--- src/rtl/register_file_multiport.sv ---
// Multi-port register file with registered reads, highest-port-wins writes and a one-entry-per-cycle clear engine.
// Optional same-edge write-to-read forwarding is enabled by defining REGFILE_BYPASS_EN.
module register_file_multiport #(
  parameter int DATA_WIDTH = 32,
  parameter int ADDR_WIDTH = 5,
  parameter int NUM_READ   = 2,
  parameter int NUM_WRITE  = 1,
  parameter int ZERO_REG   = 1
) (
  input  logic                             clock,
  input  logic                             reset,
  input  logic [NUM_WRITE-1:0]             write_enable,
  input  logic [NUM_WRITE*ADDR_WIDTH-1:0]  write_selector,
  input  logic [NUM_WRITE*DATA_WIDTH-1:0]  write_value,
  input  logic [NUM_READ*ADDR_WIDTH-1:0]   read_selector,
  output logic [NUM_READ*DATA_WIDTH-1:0]   read_value,
  input  logic                             clear_request,
  output logic                             clear_busy
);

  localparam int DEPTH = 1 << ADDR_WIDTH;

  typedef enum logic {IDLE, CLEAR} state_t;

  state_t                         state, state_next;
  logic [ADDR_WIDTH-1:0]          counter, counter_next;
  logic [DATA_WIDTH-1:0]          entry [DEPTH];
  logic [NUM_WRITE-1:0]           commit;
  logic [NUM_READ*DATA_WIDTH-1:0] read_next;

  function automatic logic writable(input logic [ADDR_WIDTH-1:0] sel);
    return !((ZERO_REG != 0) && (sel == '0));
  endfunction

  // A write only commits while idle and never to a hardwired-zero entry 0.
  always_comb begin
    commit = '0;
    for (int w = 0; w < NUM_WRITE; w++)
      commit[w] = write_enable[w] && (state == IDLE) &&
                  writable(write_selector[w*ADDR_WIDTH +: ADDR_WIDTH]);
  end

  always_comb begin
    state_next   = state;
    counter_next = counter;
    case (state)
      IDLE: begin
        if (clear_request) begin
          state_next   = CLEAR;
          counter_next = '0;
        end
      end
      CLEAR: begin
        counter_next = counter + ADDR_WIDTH'(1);
        if (counter == '1) state_next = IDLE;
      end
      default: state_next = IDLE;
    endcase
  end

  always_ff @(posedge clock or posedge reset) begin
    if (reset) begin
      state   <= IDLE;
      counter <= '0;
    end else begin
      state   <= state_next;
      counter <= counter_next;
    end
  end

  assign clear_busy = (state == CLEAR);

  // Later ports overwrite earlier ones in the loop, so the highest index wins on a collision.
  always_ff @(posedge clock or posedge reset) begin
    if (reset) begin
      for (int i = 0; i < DEPTH; i++) entry[i] <= '0;
    end else if (state == CLEAR) begin
      entry[counter] <= '0;
    end else begin
      for (int w = 0; w < NUM_WRITE; w++)
        if (commit[w])
          entry[write_selector[w*ADDR_WIDTH +: ADDR_WIDTH]] <= write_value[w*DATA_WIDTH +: DATA_WIDTH];
    end
  end

  always_comb begin
    read_next = '0;
    for (int r = 0; r < NUM_READ; r++) begin
      read_next[r*DATA_WIDTH +: DATA_WIDTH] = entry[read_selector[r*ADDR_WIDTH +: ADDR_WIDTH]];
`ifdef REGFILE_BYPASS_EN
      for (int w = 0; w < NUM_WRITE; w++)
        if (commit[w] && (write_selector[w*ADDR_WIDTH +: ADDR_WIDTH] ==
                          read_selector[r*ADDR_WIDTH +: ADDR_WIDTH]))
          read_next[r*DATA_WIDTH +: DATA_WIDTH] = write_value[w*DATA_WIDTH +: DATA_WIDTH];
`endif
    end
  end

  // Read stage: one-cycle registered output
  always_ff @(posedge clock or posedge reset) begin
    if (reset) read_value <= '0;
    else       read_value <= read_next;
  end

endmodule

--- config.mk ---
export PLATFORM = sky130hd
export DESIGN_NAME = register_file_multiport
export DESIGN_NICKNAME = d
export VERILOG_FILES = /design/src/rtl/register_file_multiport.sv
export SDC_FILE = /design/constraint.sdc
export NUM_CORES = 2
export LEC_CHECK = 0
export CAP_MARGIN = 30
export CORE_MARGIN = 2
export CORE_UTILIZATION = 50
export CTS_BUF_LIST = sky130_fd_sc_hd__clkbuf_4 sky130_fd_sc_hd__clkbuf_8
export DETAILED_ROUTE_END_ITERATION = 16
export DONT_BUFFER_PORTS = 1
export GPL_TIMING_DRIVEN = 0
export SYNTH_ARGS = -nofsm -noshare
export SYNTH_HDL_FRONTEND = slang
export SYNTH_SLANG_ARGS = --single-unit
--- constraint.sdc ---
create_clock -name clock -period 36.4 [get_ports clock]
set_input_delay 1.82 -clock clock [delete_from_list [all_inputs] [get_ports clock]]
set_output_delay 1.82 -clock clock [all_outputs]
set_load 0.005 [all_outputs]
==> impl_results.md <==
- Status: complete, no violations
- # IOs: between 100 and 150
- PostCTS Resize Cnt: 0
- Sequential share of the synthesized area: 0.494
- Final Hold Fails: 0
- Mapped cell area: 55400 um^2
- Final setup vio count: 0
- Arr. time, crit path: between 4 and 5 ns
- Remaining DRCs: 0
- Row count: between 100 and 150
- Clock root buffer: clkbuf_8
- Max Cap Viol: 0
- Drt wl/cell: 32.4 um
- Fill count: ~10000
- Drt first-iter violations: 5067
- Vias in the first global route: about 44000
- Clock sink count: ~1100
- Ys async rst share: 1.00
- Final Util: 0.562
- Die footprint: ~110000 um^2
- Worst-Skew Late Latency: just over 0.9 ns
- Starting Density: 0.502
- Most numerous cell on the critical path: nand3_1
- Crit path max-delay family: buffers and inverters
- Reg2reg end: entry[640]
- CP max FO: 10
- Cell Pwr Density: 52.0 nW/um^2
- Worst slew margin: 0.247
- Cells along the critical path: nor2b_1 > buf_2 > clkbuf_1 > buf_1 > a21oi_1 > nand3_1 > nand3_1
- Clk pwr share: 0.390
- Synth Flop Type: dfrtp_1
- NetSw: 1000 uW
- Critical Path RT: 37.10 ns
- RSZ-0062 raised after global routing: false
- # H-tree levels: 4
- Synth Area in Simple Gates: 0.0485
- First-pass GRT wire length: ~310 mm
- Crit-path slowest cell: buf_1
- Multiplexer area fraction after synthesis: 0.185
- Worst Setup SP: read_selector[7]
- TritonCTS clock tree: yes
- DR vias/cell: around 6.6
- Synth top area cells: dfrtp_1 (49%), mux2i_1 (19%), a22o_1 (18%)
- Ys Warns: 0
- CTS buffer count: between 150 and 200
- Sw Share: 0.311
- Synth Area in XOR/XNOR: 0.000316
- Top-area cell type share of the netlist area: 0.494
- Gr usage total: 0.380
- Syn avg cell area: 11.4 um^2
- Biggest cell delay along the critical path: 0.83 ns
- GRT Residual Overflow: 0
- Commonest non-fill, non-tap cell in the layout: a22o_1
- Clock transition at the registers of the reported paths: approximately 0.06 ns
- Die X: 337 um
- Reg power frac: 0.440
- Largest net degree at the start of global routing: 132
- Worst Skew: between 0.04 and 0.05 ns
- Routed Wire Length: ~220 mm
- Setup bufs post-CTS: 0
- Final worst-path cycle share: 0.110
- Cell count after synthesis: just under 5000
- Max Slew Vio Count: 0
- R2r startpoint: clear_busy
- Worst reg-to-reg path cell count: 6
- Post-synthesis compound-gate area fraction: 0.231
- R2r setup slk: 33.22 ns
- IO buf count: 0
- Critical path class: in2reg
- Area of the core: 110000 um^2
- Final Wtd Congestion: 1.04
- Worst min path class: reg2reg
- CP Launch Type: input pin
- Synth Area in Adders: 0.00113
- CP Capture Type: flip-flop
- Comb pwr share: 0.171
- Worst Max-Slew Pin Slew: roughly 1.1 ns
- Post-synth EDFFs: 0
- Largest family of logic cells by synthesized area: compound AO/OA/AOI/OAI gates
- Buf+Inv Stages, Crit Path: 3
- Syn_nets: just under 5000
- Critical path endpoint: read_value[46]
- Post-DRT Antenna Nets: 0
- Worst VDD drop: 0.0339 mV
- Share of layout cells above drive strength 1: 0.102
- Leak Pwr: around 0.030 uW
- Post-DP HPWL: ~170 mm
- Non-Filler Instances: between 6000 and 7000
- Clk buf depth: 3
- # hold bufs at CTS: 0
- FF+latch count, synth: between 1000 and 1500
- Chip height: 337 um
- Area delta synth->final: 11.9%
- Total power: ~3200 uW
- Internal Power: 2220 uW
- Most frequent cells in the layout: a22o_1 (1120), dfrtp_1 (1094), mux2i_1 (1025), clkbuf_1 (365), clkbuf_8 (237)
- Vias: 44400
- Setup tns final: 0 ns
- First-pass detailed-route iteration total: 6
- Critical Path Stages: 7
- Cell variety after synth: 34
- Fmax achieved: 249 MHz
- Placed cell count: 6348
- Post-synth top area cell: dfrtp_1
- Minimum clock period: about 4 ns
- Antenna violations before repair: 13
- Final #Nets: ~5100
## metrics by stage
step                      setup slack (ns)  instance area, um^2  hold slack [ns]
final                                32.38                62000            0.513
after global routing                 32.53                62000            0.534
after CTS                            32.59                61900            0.520
after detailed placement             31.62                57700            0.502
after global placement               -8.72                57300            0.498
after floorplan                       3.78                55400            0.475
## power by group through the flow
stage / Clock [uW] / Sequential [uW] / Combinational, uW
after CTS: 1260 / 1410 / 535
after detailed placement: 0 / 1430 / 535
after floorplan: 0 / 1410 / 357
final: 1260 / 1420 / 550
after global placement: 0 / 1430 / 520
after global routing: 1320 / 1430 / 580
## synth_stat cells, types with 2 or more instances
cell type	n
dfrtp_1	1094
nand2_1	200
or3b_1	2
a22o_1	1120
nor2_2	9
inv_1	4
nor2b_1	7
nor3_1	65
nor2_1	26
and3_1	5
a21oi_2	3
nand4bb_1	2
nand3b_1	3
a21oi_1	220
nand2b_1	7
o21ai_0	3
or2_2	2
clkbuf_1	366
a22oi_1	192
ha_1	5
and2_1	39
buf_2	135
nand3_1	194
buf_1	43
mux2i_1	1025
a31oi_1	64
## flip-flops by register name, indices dropped and copies added, names as in the netlist
signal and flops:
entry 1024, counter 5, clear_busy 1, read_value 64
## final cells by class
class                      count  area [um^2]  area share
sequential                  1094        27400       0.441
multi-input combinational   3201        25800       0.417
clock buffer                 289         3650      0.0589
buffer                       544         2210      0.0357
tap                         1488         1860      0.0300
clock inverter                55          566     0.00912
timing repair buffer          32          497     0.00801
inverter                       4         22.5    0.000363
antenna                        5         12.5    0.000202
## how the worst min path moves through the flow
stage,start,to,slack [ns],cells past startpoint
final,entry[998],entry[998],0.51,1
after detailed placement,entry[382],entry[382],0.50,1
after global placement,entry[1022],entry[1022],0.50,1
after floorplan,entry[1000],entry[1000],0.47,1
after global routing,entry[814],entry[814],0.53,1
after CTS,entry[1007],entry[1007],0.52,1
## cells by family after synthesis
group,after synthesis
simple gates,565
xor+xnor,2
mux,1025
flops,1094
fa+ha+maj,5
compound gates,1604
buf+inv,548
## metal layers
layer	global-route usage	vias up	routed length, um
li1	-	19100	-
met1	0.523	22600	92200
met2	0.562	2221	95100
met3	0.116	411	21400
met4	0.150	8	8570
met5	0	-	54
Note: power is estimated with default switching activity, not from simulation.
